<file path="src/rtl/mips_cpu_harvard.sv">
// Single-cycle MIPS I integer CPU with separate instruction and data buses.
// One instruction commits per enabled clock; branch delay slots are honoured,
// and the core halts itself once the PC it loads is address 0.
module mips_cpu_harvard (
  input  logic        clk,
  input  logic        reset,
  output logic        active,
  output logic [31:0] register_v0,
  input  logic        clk_enable,
  output logic [31:0] instr_address,
  input  logic [31:0] instr_readdata,
  output logic [31:0] data_address,
  output logic        data_write,
  output logic        data_read,
  output logic [31:0] data_writedata,
  input  logic [31:0] data_readdata
);

  localparam logic [31:0] RESET_PC  = 32'hBFC0_0000;
  localparam logic [31:0] RESET_NPC = 32'hBFC0_0004;

  // PC and next-PC are stored XOR'ed with their reset values and the run flag
  // is stored inverted, so an all-zero register state is exactly the reset
  // state. A core that powers up with cleared flops runs without reset.
  logic [31:0] pc_q, npc_q;
  logic        halted_q;
  logic [31:0] gpr [0:31];

  logic [31:0] pc, npc, pc_plus4, pc_plus8;
  logic [5:0]  op, funct;
  logic [4:0]  rs, rt, rd, shamt;
  logic [15:0] imm;
  logic [31:0] simm, zimm, rs_val, rt_val;
  logic        wr_en, taken;
  logic [4:0]  wr_addr;
  logic [31:0] wr_data, target, br_target, next_npc;

  assign pc       = pc_q ^ RESET_PC;
  assign npc      = npc_q ^ RESET_NPC;
  assign pc_plus4 = pc + 32'd4;
  assign pc_plus8 = pc + 32'd8;

  assign op    = instr_readdata[31:26];
  assign rs    = instr_readdata[25:21];
  assign rt    = instr_readdata[20:16];
  assign rd    = instr_readdata[15:11];
  assign shamt = instr_readdata[10:6];
  assign funct = instr_readdata[5:0];
  assign imm   = instr_readdata[15:0];
  assign simm  = {{16{imm[15]}}, imm};
  assign zimm  = {16'h0000, imm};

  // gpr[0] is cleared on reset and never written, so it always reads zero.
  assign rs_val = gpr[rs];
  assign rt_val = gpr[rt];

  assign br_target = pc_plus4 + {simm[29:0], 2'b00};

  assign active         = ~halted_q;
  assign register_v0    = gpr[2];
  assign instr_address  = pc;
  assign data_address   = rs_val + simm;
  assign data_writedata = rt_val;
  assign data_read      = active && (op == 6'h23);
  assign data_write     = active && (op == 6'h2B);

  // Instruction decode: register write-back and control-flow target.
  always_comb begin
    wr_en   = 1'b0;
    wr_addr = rd;
    wr_data = 32'h0;
    taken   = 1'b0;
    target  = br_target;
    case (op)
      6'h00: begin
        wr_en = 1'b1;
        case (funct)
          6'h00: wr_data = rt_val << shamt;
          6'h02: wr_data = rt_val >> shamt;
          6'h03: wr_data = $unsigned($signed(rt_val) >>> shamt);
          6'h04: wr_data = rt_val << rs_val[4:0];
          6'h06: wr_data = rt_val >> rs_val[4:0];
          6'h07: wr_data = $unsigned($signed(rt_val) >>> rs_val[4:0]);
          6'h08: begin wr_en = 1'b0; taken = 1'b1; target = rs_val; end
          6'h09: begin taken = 1'b1; target = rs_val; wr_data = pc_plus8; end
          6'h21: wr_data = rs_val + rt_val;
          6'h23: wr_data = rs_val - rt_val;
          6'h24: wr_data = rs_val & rt_val;
          6'h25: wr_data = rs_val | rt_val;
          6'h26: wr_data = rs_val ^ rt_val;
          6'h27: wr_data = ~(rs_val | rt_val);
          6'h2A: wr_data = {31'h0, $signed(rs_val) < $signed(rt_val)};
          6'h2B: wr_data = {31'h0, rs_val < rt_val};
          default: wr_en = 1'b0;
        endcase
      end
      6'h01: begin
        // Linking REGIMM branches write $31 whether or not they are taken.
        wr_addr = 5'd31;
        wr_data = pc_plus8;
        case (rt)
          5'h00: taken = rs_val[31];
          5'h01: taken = ~rs_val[31];
          5'h10: begin taken = rs_val[31];  wr_en = 1'b1; end
          5'h11: begin taken = ~rs_val[31]; wr_en = 1'b1; end
          default: taken = 1'b0;
        endcase
      end
      6'h02: begin taken = 1'b1; target = {pc_plus4[31:28], instr_readdata[25:0], 2'b00}; end
      6'h03: begin
        taken   = 1'b1;
        target  = {pc_plus4[31:28], instr_readdata[25:0], 2'b00};
        wr_en   = 1'b1;
        wr_addr = 5'd31;
        wr_data = pc_plus8;
      end
      6'h04: taken = (rs_val == rt_val);
      6'h05: taken = (rs_val != rt_val);
      6'h06: taken = rs_val[31] || (rs_val == 32'h0);
      6'h07: taken = !rs_val[31] && (rs_val != 32'h0);
      6'h09: begin wr_en = 1'b1; wr_addr = rt; wr_data = rs_val + simm; end
      6'h0A: begin wr_en = 1'b1; wr_addr = rt; wr_data = {31'h0, $signed(rs_val) < $signed(simm)}; end
      6'h0B: begin wr_en = 1'b1; wr_addr = rt; wr_data = {31'h0, rs_val < simm}; end
      6'h0C: begin wr_en = 1'b1; wr_addr = rt; wr_data = rs_val & zimm; end
      6'h0D: begin wr_en = 1'b1; wr_addr = rt; wr_data = rs_val | zimm; end
      6'h0E: begin wr_en = 1'b1; wr_addr = rt; wr_data = rs_val ^ zimm; end
      6'h0F: begin wr_en = 1'b1; wr_addr = rt; wr_data = {imm, 16'h0000}; end
      6'h23: begin wr_en = 1'b1; wr_addr = rt; wr_data = data_readdata; end
      default: wr_en = 1'b0;
    endcase
  end

  assign next_npc = taken ? target : (npc + 32'd4);

  // Architectural state commit: reset wins, otherwise one instruction per enabled edge.
  always_ff @(posedge clk) begin
    if (reset) begin
      pc_q     <= 32'h0;
      npc_q    <= 32'h0;
      halted_q <= 1'b0;
      for (int i = 0; i < 32; i++) gpr[i] <= 32'h0;
    end else if (clk_enable && !halted_q) begin
      if (wr_en && (wr_addr != 5'd0)) gpr[wr_addr] <= wr_data;
      pc_q  <= npc_q ^ RESET_PC ^ RESET_NPC;
      npc_q <= next_npc ^ RESET_NPC;
      if (npc == 32'h0) halted_q <= 1'b1;
    end
  end

endmodule

</file>
<file path="config.mk">
export PLATFORM = sky130hd
export DESIGN_NAME = mips_cpu_harvard
export DESIGN_NICKNAME = d
export VERILOG_FILES = /design/src/rtl/mips_cpu_harvard.sv
export SDC_FILE = /design/constraint.sdc
export NUM_CORES = 2
export LEC_CHECK = 0
export CORE_MARGIN = 2
export CORE_UTILIZATION = 33
export CTS_CLUSTER_DIAMETER = 50
export DETAILED_ROUTE_END_ITERATION = 10
export PLACE_DENSITY = 0.48
export SKIP_LAST_GASP = 1
export SLEW_MARGIN = 30
export SYNTH_ARGS = -nofsm -noshare
export SYNTH_HDL_FRONTEND = slang
export SYNTH_SLANG_ARGS = --single-unit
</file>
<file path="constraint.sdc">
create_clock -name clk -period 27.4 [get_ports clk]
set_input_delay 6.85 -clock clk [delete_from_list [all_inputs] [get_ports clk]]
set_output_delay 6.85 -clock clk [all_outputs]
set_load 0.01 [all_outputs]
</file>
==> impl_metrics.py <==
metrics = {
    "route": {
        "drtIter0Drc": 11660,
        "routed-wl-met2_um": 193000,
        "ant_nets": 0,
        "wl_per_cell_um": 42.33,
        "vias": 72250,
        "routed_wl_um": 448400,
        "post-route-drc-count": 0,
        "drt-pass1-iter-count": 9,
        "vias_per_cell": 6.821,
        "top_layer_used": "met5",
        "wl_met3_um": 49660,
        "route.layer.met1.wl_um": 169600,
    },
    "sta": {
        "final_max_slew_viol_count": 0,
        "finalSetupViolCount": 0,
        "post-route-min-period_ps": 21780,
        "finalCritPeriodShare_pct": 79.48,
        "hold_viol_final": 0,
        "skew_ps": 56.34,
        "rsz0062_at_grt": "false",
        "max_slew.worst_pin.slew_ps": 1203,
        "fmax_mhz": 45.92,
        "fin_tns_setup_ps": 0,
        "relSlewSlack_pct": 19.80,
    },
    "synth": {
        "yosysSeqAreaShare_pct": 41.56,
        "async_reset_ff_share_pct": 0,
        "synth-seq-cells": 1089,
        "synth-compound-area-share_pct": 18.99,
        "synthSimpleGateAreaFrac_pct": 12.04,
        "ys_top_cells_by_count": "edfxtp_1, a21oi_1, mux2i_1, clkbuf_1, nor2_1",
        "syn_avg_cell_area_sq_um": 10.35,
        "synth-main-ff-cell": "edfxtp_1",
        "synth_top_area_share_pct": 39.88,
        "yosys.area.top_type": "edfxtp_1",
        "synth_top_family_by_area": "compound AO/OA/AOI/OAI gates",
        "yosysUniqueCellTypes": 99,
        "synth_xor_area_share_pct": 1.556,
        "syn_area_sq_mm": 0.07711,
        "synth_cells": 7451,
        "muxShareOfSynthArea_pct": 16.79,
        "synth_area_leaders": "edfxtp_1, mux2i_1, mux4_2",
        "synth_fa_ha_area_share_pct": 3.787,
        "synth-edff-count": 1024,
        "synth_most_common_cell": "edfxtp_1",
        "ys_warn_count": 0,
    },
    "worst_setup_path": {
        "worstPathArrival_ps": 14930,
        "startpoint_type": "input port",
        "worstPathRequired_ps": 20550,
        "critPathKind": "input port to output port",
        "worstPathMaxFanout": 74,
        "critPathBufInv": 5,
        "path_cells": "buf_8 > buf_4 > buf_4 > mux4_2 > a22oi_1 > nand2_1 > a21oi_1 > inv_1 > ha_1 > a2111oi_0 > o211ai_1 > nand4b_1 > a41oi_1 > nor2_1 > o31ai_1 > a21oi_1 > o21bai_1 > a221o_1 > xnor2_1 > clkdlybuf4s50_1",
        "crit_path_max_incr_delay_ps": 910,
        "cp_top_family": "compound AO/OA/AOI/OAI gates",
        "critPathSlowestCell": "a21oi_1",
        "endpoint_kind": "output port",
    },
    "pwr": {
        "p_int_w": 0.003557,
        "p_leak_nw": 31.10,
        "power_density_mw_per_mm2": 61.28,
        "seqPwrFrac_pct": 35.4,
        "ir_worst_vdd_v": 0.00005803,
        "p_comb_share_pct": 26.6,
        "clkPwrFrac_pct": 38.0,
        "p_switching_w": 0.001874,
        "sw_frac_of_total_pct": 34.51,
    },
    "die": {
        "num_rows": 177,
        "dieWidth_um": 487.4,
        "die_area_sq_mm": 0.2376,
        "pin_count": 198,
        "design.core.area_sq_mm": 0.2325,
        "die_h_um": 487.4,
        "initial_core_util_pct": 33.16,
    },
    "global_route": {
        "overflow": 0,
        "track_usage_pct": 36.61,
        "antenna_found_initial": 32,
        "grt_max_degree": 125,
        "grt_pass1_vias": 67740,
        "grt_pass1_wl_um": 598600,
    },
    "final_layout": {
        "area_growth_pct": 14.92,
        "drive_above_1_share_pct": 14.96,
        "fillers": 22740,
        "num-nets-final": 7713,
        "post-route-util_pct": 38.11,
    },
    "outcome": {
        "status": "finished, final reports clean",
    },
    "clocking": {
        "cts_tree": "built",
        "numClockSinks": 1089,
        "cts_buffers": 152,
        "clockBufferDepth": 3,
        "cts-root-buf": "clkbuf_16",
        "clk_latency_ps": 840,
        "cts_repair_resize_count": 0,
        "clk_pin_slew_ps": 50,
        "cts_setup_buffers": 0,
        "cts_hold_buf": 0,
        "htreeDepth": 4,
    },
    "hold_path": {
        "min_path_type": "flip-flop to flip-flop",
    },
    "place": {
        "hpwl_um": 310300,
        "place.gp.congestion": 1.021,
        "port_buffers": 197,
    },
    "run": {
        "maxCapViolCount": 0,
    },
}
[worst paths after layout]
kind,start,to,slack [ps],depth (start not counted)
max,instr_readdata[22],data_address[30],5620,20
min,pc_q[28],pc_q[28],460,2
max reg2reg,gpr[2][1],gpr[28][29],19640,17
min reg2reg,pc_q[28],pc_q[28],460,2
[layout make-up]
cell class / instances / area, sq um / area share, %
Clock buffer: 185 / 4075 / 4.598
Antenna cell: 12 / 30.03 / 0.03388
Multi-Input combinational cell: 5448 / 42160 / 47.58
Tap cell: 3043 / 3807 / 4.296
Sequential cell: 1089 / 32050 / 36.17
Inverter: 178 / 668.1 / 0.7539
Timing Repair Buffer: 546 / 4702 / 5.306
Clock inverter: 92 / 1124 / 1.268
[flip-flops by register name, indices dropped and copies added (netlist names)]
name      cells
npc_q        32
pc_q         32
gpr        1024
halted_q      1
[worst register-to-register path: cells and delay by family, from the launching register on]
kind / cells / cell delay, ps
flops: 1 / 450
mux: 2 / 570
compound gates: 11 / 3960
simple gates: 2 / 1600
fa+ha+maj: 1 / 410
buf+inv: 1 / 470
[per-stage QoR]
| step | hold slack (ps) | total power [W] | area (sq um) | setup WS, ps | cells |
|---|---|---|---|---|---|
| CTS | 461.3 | 0.005383 | 88550 | 5924 | 10580 |
| global route | 467.3 | 0.005537 | 88590 | 5331 | 10580 |
| finish | 459.8 | 0.005431 | 88620 | 5624 | 10590 |
| floorplan | 436.3 | 0.002695 | 77230 | 8764 | 7482 |
| detailed placement | 453.5 | 0.003338 | 83350 | 5915 | 10300 |
| global placement | 444.8 | 0.003340 | 83090 | 5922 | 10290 |
[power by group through the flow]
| stage | Clock (W) | Sequential, W | Combinational [W] |
|---|---|---|---|
| after CTS | 0.00207 | 0.00192 | 0.00139 |
| after global routing | 0.00213 | 0.00193 | 0.00148 |
| final | 0.00206 | 0.00192 | 0.00144 |
| after detailed placement | 0 | 0.00196 | 0.00138 |
| after floorplan | 0 | 0.00193 | 0.000760 |
| after global placement | 0 | 0.00195 | 0.00138 |
[cell usage in the layout, fill, tap and decap left out, drive strengths merged, types with 180 or more instances in the layout]
cell,netlist,layout
inv,167,180
clkdlybuf4s50,0,184
nor2b,294,294
mux2i,650,650
nor2,494,494
buf,267,362
a22oi,306,306
a31oi,243,243
clkbuf,500,185
nand2,419,419
ha,227,227
mux4,276,276
edfxtp,1024,1024
o21ai,247,247
a21oi,697,697
[cells by family after synthesis]
| family | after synthesis |
|---|---|
| buf+inv | 945 |
| simple gates | 1860 |
| other cells | 1 |
| fa+ha+maj | 231 |
| xor+xnor | 137 |
| flops | 1089 |
| compound gates | 2242 |
| mux | 946 |
[per-layer routing]
metal | global-route usage [%] | vias to the layer above
met5 | 0 | -
met4 | 25.04 | 18
met3 | 9.157 | 1283
met2 | 54.59 | 5468
met1 | 46.61 | 36730
li1 | - | 28750
Note: power is estimated with default switching activity, not from simulation.
